==> config.mk <==
export PLATFORM = sky130hd
export DESIGN_NAME = trig_sched
export DESIGN_NICKNAME = d
export VERILOG_FILES = /design/src/rtl/trig_pkg.sv /design/src/rtl/trig_emu.sv /design/src/rtl/trig_sched.sv
export SDC_FILE = /design/constraint.sdc
export NUM_CORES = 1
export LEC_CHECK = 0
export ABC_AREA = 1
export CORE_MARGIN = 1.5
export CORE_UTILIZATION = 31
export CTS_BUF_LIST = sky130_fd_sc_hd__clkbuf_8 sky130_fd_sc_hd__clkbuf_16
export DETAILED_ROUTE_END_ITERATION = 10
export PLACE_DENSITY = 0.56
export SETUP_SLACK_MARGIN = 0.5
export SYNTH_ARGS = -nofsm -noshare
export SYNTH_HDL_FRONTEND = slang
export SYNTH_HIERARCHICAL = 1
export SYNTH_SLANG_ARGS = --single-unit
==> constraint.sdc <==
create_clock -name clk -period 6.1 [get_ports clk]
set_input_delay 1.22 -clock clk [delete_from_list [all_inputs] [get_ports clk]]
set_output_delay 1.22 -clock clk [all_outputs]
set_load 0.005 [all_outputs]
==> src/rtl/trig_pkg.sv <==
// Shared encodings for the trigger scheduler: source select values and FSM states.
package trig_pkg;

    // trigsel encodings
    localparam logic [1:0] SEL_EXT = 2'd0;
    localparam logic [1:0] SEL_CPU = 2'd1;
    localparam logic [1:0] SEL_EMU = 2'd2;
    localparam logic [1:0] SEL_OFF = 2'd3;

    typedef enum logic [2:0] {
        StIdle,
        StArmed,
        StFire,
        StWaitAck,
        StDead
    } state_e;

endpackage

==> src/rtl/trig_emu.sv <==
// Internal trigger emulator: free-running period counter with a one-cycle fire strobe.
module trig_emu #(
    parameter int unsigned PER_W = 24
) (
    input  logic             clk,
    input  logic             rst,
    input  logic             en,
    input  logic             clr,
    input  logic [PER_W-1:0] period,
    output logic             fire
);

    logic [PER_W-1:0] cnt_q;
    logic             active;

    // A zero period parks the counter.
    assign active = en && (period != '0);
    // >= rather than == so a period shortened mid-count recovers at once instead of wrapping.
    assign fire   = active && (cnt_q >= period - 1'b1);

    // Count while active, wrap on fire; cleared at spill start.
    always_ff @(posedge clk) begin
        if (rst || clr) begin
            cnt_q <= '0;
        end else if (active) begin
            cnt_q <= fire ? '0 : cnt_q + 1'b1;
        end
    end

endmodule

==> src/rtl/trig_sched.sv <==
// Trigger scheduler: source select, spill gating, readout handshake, dead time and counters.
module trig_sched
    import trig_pkg::*;
#(
    parameter int unsigned CNT_W  = 32,
    parameter int unsigned PER_W  = 24,
    parameter int unsigned DEAD_W = 16
) (
    input  logic              clk,
    input  logic              rst,
    input  logic              trigin,
    input  logic              trigcpu,
    input  logic [1:0]        trigsel,
    input  logic [PER_W-1:0]  emu_period,
    input  logic [DEAD_W-1:0] dead_time,
    input  logic              cyclebegin,
    input  logic              cycleend,
    input  logic              ro_ack,
    output logic              trigpulse,
    output logic              ro_req,
    output logic              busy,
    output logic              in_spill,
    output logic [CNT_W-1:0]  evt_cnt,
    output logic [CNT_W-1:0]  lost_cnt
);

    logic [1:0]        sel_q;
    logic              sync0_q, sync1_q, edge_q, rise_q;
    logic              emu_fire;
    logic              qual;
    logic              in_spill_d;
    logic [CNT_W-1:0]  evt_base, lost_base;
    logic [DEAD_W-1:0] dead_q;
    state_e            state_q;

    function automatic logic [CNT_W-1:0] sat_inc(input logic [CNT_W-1:0] v);
        return (&v) ? v : v + 1'b1;
    endfunction

    // Synchronize the async external trigger, register its rising edge and the source select.
    always_ff @(posedge clk) begin
        if (rst) begin
            sync0_q <= 1'b0;
            sync1_q <= 1'b0;
            edge_q  <= 1'b0;
            rise_q  <= 1'b0;
            sel_q   <= SEL_EXT;
        end else begin
            sync0_q <= trigin;
            sync1_q <= sync0_q;
            edge_q  <= sync1_q;
            rise_q  <= sync1_q & ~edge_q;
            sel_q   <= trigsel;
        end
    end

    trig_emu #(
        .PER_W (PER_W)
    ) u_emu (
        .clk    (clk),
        .rst    (rst),
        .en     ((sel_q == SEL_EMU) && in_spill),
        .clr    (cyclebegin),
        .period (emu_period),
        .fire   (emu_fire)
    );

    // Qualify the selected source; cyclebegin beats cycleend for the next spill flag.
    always_comb begin
        qual = 1'b0;
        case (sel_q)
            SEL_EXT: qual = rise_q;
            SEL_CPU: qual = trigcpu;
            SEL_EMU: qual = emu_fire;
            default: qual = 1'b0;
        endcase
        in_spill_d = cyclebegin ? 1'b1 : (cycleend ? 1'b0 : in_spill);
        evt_base   = cyclebegin ? '0 : evt_cnt;
        lost_base  = cyclebegin ? '0 : lost_cnt;
    end

    // Main FSM with registered outputs and per-spill counters.
    always_ff @(posedge clk) begin
        if (rst) begin
            state_q   <= StIdle;
            trigpulse <= 1'b0;
            ro_req    <= 1'b0;
            busy      <= 1'b0;
            in_spill  <= 1'b0;
            evt_cnt   <= '0;
            lost_cnt  <= '0;
            dead_q    <= '0;
        end else begin
            in_spill  <= in_spill_d;
            trigpulse <= 1'b0;
            evt_cnt   <= evt_base;
            // Triggers arriving while readout is in progress are only counted.
            if ((state_q inside {StFire, StWaitAck, StDead}) && qual && in_spill) begin
                lost_cnt <= sat_inc(lost_base);
            end else begin
                lost_cnt <= lost_base;
            end
            case (state_q)
                StIdle: begin
                    if (cyclebegin) state_q <= StArmed;
                end
                StArmed: begin
                    // Spill end takes priority; a coincident trigger is dropped uncounted.
                    if (!in_spill_d) begin
                        state_q <= StIdle;
                    end else if (qual) begin
                        state_q   <= StFire;
                        trigpulse <= 1'b1;
                        ro_req    <= 1'b1;
                        busy      <= 1'b1;
                        evt_cnt   <= sat_inc(evt_base);
                    end
                end
                StFire: begin
                    state_q <= StWaitAck;
                end
                StWaitAck: begin
                    if (ro_ack) begin
                        ro_req  <= 1'b0;
                        dead_q  <= dead_time;
                        state_q <= StDead;
                    end
                end
                StDead: begin
                    if (dead_q == '0) begin
                        busy    <= 1'b0;
                        state_q <= in_spill_d ? StArmed : StIdle;
                    end else begin
                        dead_q <= dead_q - 1'b1;
                    end
                end
                default: begin
                    state_q <= StIdle;
                    ro_req  <= 1'b0;
                    busy    <= 1'b0;
                end
            endcase
        end
    end

endmodule

Word level (Yosys, flattened, before mapping) --
Index checks and enable logic that the tools add are counted.
Storage, ports and cells: bits in registers 117, latch bits 0, memory bits (writable) 0, bits in read-only memories 0, bits of input ports 49, word-level logic and storage cells 89, memories 0
Cells by class: add/subtract/negate cells 5, multipliers 0, div/mod/pow operators 0, $lt $le $gt $ge 1, equality and inequality tests 13, shift-type cells 0, mux-type cells 29, bitwise logic cells 6, reduce and logical (&&, ||, !) cells 21
Operator list (number):
- two-way mux 32 bit | 8
- adder 32 x 1 -> 32 bit, second input constant | 2
- AND reduction 32 bit | 2
- two-way mux 16 bit | 2
- one-hot mux 16 bit (2 select lines) | 1
- adder 24 x 1 -> 24 bit, second input constant | 1
- greater-or-equal comparator 24 bit | 1
- two-way mux 24 bit | 1
- nonzero test 24 bit | 1
- subtractor 24 x 1 -> 24 bit, second input constant | 1
- logical NOT 16 bit | 1
- subtractor 16 x 1 -> 16 bit, second input constant | 1
- two-way mux 3 bit | 5
- one-hot mux 3 bit (5 select lines) | 1
- AND reduction 4 bit | 3
- != test 2 bit, second input constant | 5
- one-hot mux 1 bit (3 select lines) | 3
- OR reduction 3 bit | 3
- two-way mux 1 bit | 8
- equality test 3 x 2 -> 1 bit, second input constant | 2
- logical AND 1 bit | 5
- NOT 1 bit | 5
- equality test 3 x 1 -> 1 bit, second input constant | 1
- equality test 3 bit, second input constant | 1
- other kinds (11) | 11

Logic depth before layout (Yosys ltp) --
depth in word-level cells 8, gate-level depth with buffers 31, gate-level depth less buffers 30

Hierarchy --
The synthesis kept the hierarchy.
Modules (own cells, without submodules):
- trig_sched | times used 1, cells each 1001, area each 6334.8 um^2
- trig_emu | times used 1, cells each 398, area each 2479.9 um^2

Worst setup path before layout --
No wires, ideal clock.
path type in2reg, start input emu_period[0], end register lost_cnt[18], data arrival time 4242 ps, required time 6030 ps, setup slack 1788 ps, cell stages on the path 27, path through inv_1 -> ha_1 -> nand2_2 -> nor2_1 -> nand2_1 -> inv_1 -> nand4_1 -> o21ai_0 -> inv_1 -> ha_1 -> nand2_1 -> nor2_1 -> and2_1 -> nand3_1 -> nor2_1 -> nand2_1 -> nand2_1 -> nand2_4 -> inv_1 -> nand3_1 -> nand2_1 -> nand3_2 -> inv_1 -> buf_2 -> buf_2 -> nand2_1 -> a21oi_1
Between the ends: word-level cells in the longest chain between the ends 7
Ends and longest elaborated chain:
- from (decl) | line trig_sched.sv:14 | input logic [PER_W-1:0] emu_period,
- subtractor 24 x 1 -> 24 bit / nonzero test 24 bit (equally long branches) | line trig_emu.sv:19, trig_emu.sv:17
- greater-or-equal comparator 24 bit / logical AND 1 bit (equally long branches) | line trig_emu.sv:19, trig_emu.sv:17
- logical AND 1 bit * | line trig_emu.sv:19 | assign fire = active && (cnt_q >= period - 1'b1);
- via emu_fire | line trig_sched.sv:29 | logic emu_fire;
- one-hot mux 1 bit (3 select lines) * | line trig_sched.sv:71 | case (sel_q)
- logical AND 1 bit * (2 in a row) | line trig_sched.sv:98 | if ((state_q inside {StFire, StWaitAck, StDead}) && qual && in_spill) begin
- two-way mux 32 bit * | line trig_sched.sv:98
- to (signal assigned) | line trig_sched.sv:99 | lost_cnt <= sat_inc(lost_base);
- to (signal assigned) | line trig_sched.sv:101 | lost_cnt <= lost_base;
- to (decl) | line trig_sched.sv:24 | output logic [CNT_W-1:0] lost_cnt
The timed path passes the listed nets; every way through them passes the cells marked *. A chain may end at the register's enable or synchronous reset.

Worst setup path in the final report --
start input emu_period[0], end register lost_cnt[1]
The elaborated chain is that of the path after synthesis.

==> out/qor.csv <==
metric,value,unit
cap_viol_max_count,0,
min_period,5.09,ns
grt_max_degree,39,
grt_overflow,0,
worstSkewPairLatency,0.42,ns
finish.instance_area,10900,µm²
end_kind,flop,
drc_errors,0,
htree_num_levels,4,
clock_skew,0.00816,ns
worst_pin_slew,1.08,ns
rsz0062_at_grt,false,
io_buffers,116,
required,6.37,ns
drtAntennaViolNets,0,
ys.warnings.count,6,
grt_pass1_vias,8357,
switching_power,0.485,mW
die_h,172,µm
clk_path_buf_depth,2,
crit_family,simple AND/OR/NAND/NOR gates,
clockRootBuffer,clkbuf_16,
path_class,input pin to flop,
clkPwrFrac,0.547,
place_inst,1862,
power.total,2.14,mW
dp_slack,0.507,ns
cp_slowest_stage_delay,0.45,ns
yosysUniqueCellTypes,45,
path_max_fanout,13,
slew_violations,0,
critical_path_arrival,5.36,ns
min_period_over_period,0.834,
ir_drop,0.145,mV
num-nets-final,1582,
drive_gt1_frac,0.108,
firstDrtPassIters,5,
dieWidth,172,µm
seqPwrFrac,0.364,
async_reset_ff_frac,0,
p_leak,4.34,nW
antenna_found_initial,1,
status,finished clean,
synthesis.nets,1478,
setup_viol,0,
gp_congestion,0.854,
clkTransAtPathRegs,0.05,ns
via_per_inst,4.67,
start_util,0.316,
tns,0,ns
rows,61,
synthToLayoutAreaGrowth,23.7,%
num_antenna_cells,0,
yosysSeqAreaShare,0.266,
ys_ff_latch,117,
fp.coreArea,27900,µm²
critPathSlowestCell,clkdlybuf4s50_1,
synth_area_per_cell,6.30,µm²
wl_per_cell,13.3,µm
synth_edf_count,0,
cts_buffers,17,
grt_pass1_wl,41.1,mm
clock_sinks,117,
slew_headroom,0.275,
final_cells,1894,
power.density,196,nW/µm²
vias,8840,
internal-power,1.65,mW
die_area,29500,µm²
syn-instance-count,1399,
ys.flop_type,dfxtp_1,
dpl_cell_area,10200,µm²
crit_buf_inv,7,
switching_share,0.227,
worst_setup_path_start_kind,input pin,
final_util,0.391,
drt_iter0_drc,494,
crit_path_frequent_cell,nand2_1,
syn_area,8810,µm²
max_freq,197,MHz
wl,25.2,mm
dp_hpwl,18.9,mm
pwr-share-comb,0.089,
tritoncts,done,
min_path_type,flop to flop,
finalHoldViolCount,0,
fin_hold_ws,0.395,ns
ioPinCount,117,
grt_use_total,0.176,
worst_slack,1.01,ns
## what timing repair did
action	4_1_cts	5_1_grt
endpoints found under the setup margin	0	17
hold buffers	0	0
setup buffers	0	0
resized for setup	0	4
## placed cells by master (no fill, tap or decap), types with 3 or more instances in the layout
cell and n:
xor2_1 27, nor2_1 234, o21bai_1 4, clkbuf_16 17
nand3b_1 11, a21oi_2 4, dfxtp_1 117, nand3_2 13
inv_1 162, buf_4 7, nand2_4 4, nand4_1 21
a21o_1 4, clkdlybuf4s50_1 114, nand2_1 371, clkbuf_8 4
nor3_1 33, nand3_4 5, o21ai_1 20, or2_2 8
nor2_8 3, inv_2 9, nor2_4 22, clkinv_2 3
nand3_1 72, o21ai_0 35, nand2_2 18, ha_1 30
a21oi_1 69, nor2_2 30, xnor2_1 16, bufinv_16 6
nor3_2 3
## synthesized netlist by cell type, drive strengths merged, types with 16 or more instances
master  count  area, µm²
dfxtp     117       2340
o21ai      56        284
inv       172        656
xnor2      16        140
nand3      90        578
buf        22        214
nand4      21        131
nor3       37        211
nor2      289       1370
nand2     393       1550
a21oi      73        380
xor2       27        236
ha         30        375
## path summary, 6_finish.rpt
check / start / to / slack [ns] / cells past startpoint
worst max-delay path: emu_period[0] / lost_cnt[1] / 1.01 / 28
worst min-delay path: edge_q / rise_q / 0.39 / 1
worst max register to register: in_spill / lost_cnt[1] / 2.97 / 14
worst min register to register: edge_q / rise_q / 0.39 / 1
## power by group through the flow
stage	clock (mW)	sequential [mW]	combinational, mW
after floorplan	0	0.793	0.125
after global placement	0	0.794	0.189
after detailed placement	0	0.794	0.190
after CTS	1.20	0.777	0.191
after global routing	1.23	0.778	0.214
final	1.17	0.777	0.190
## routing by layer
metal | routed length (µm) | vias up | track usage
met3 | 1180 | 32 | 0.0327
met1 | 12500 | 3969 | 0.236
met4 | 462 | 2 | 0.0564
met5 | 13 | - | 0
li1 | - | 4627 | -
met2 | 11000 | 210 | 0.283
## kinds of logic after synthesis
group | count (synthesis) | synth area share
flip-flops | 117 | 0.266
XOR/XNOR | 43 | 0.0427
AND/OR/NAND/NOR | 856 | 0.457
AO/OA/AOI/OAI | 142 | 0.0862
buffers and inverters | 211 | 0.106
adder cells (fa/ha/maj) | 30 | 0.0426
## sequential cells by signal, indices dropped and copies added (netlist names)
name	cells
ro_req	1
trigpulse	1
evt_cnt	32
dead_q	16
lost_cnt	32
sel_q	2
sync0_q	1
edge_q	1
sync1_q	1
state_q	3
in_spill	1
busy	1
u_emu/cnt_q	24
rise_q	1
## cell type report
type                    instances  area, µm²
fillers                      2964      17000
multi-input cells            1071       5540
clock inverters                11        203
well taps                     378        473
flip-flops and latches        117       2340
repair buffers                122       1200
inverters                     174        666
clock buffers                  21        480
No activity file was read; power rests on OpenSTA's default activity.
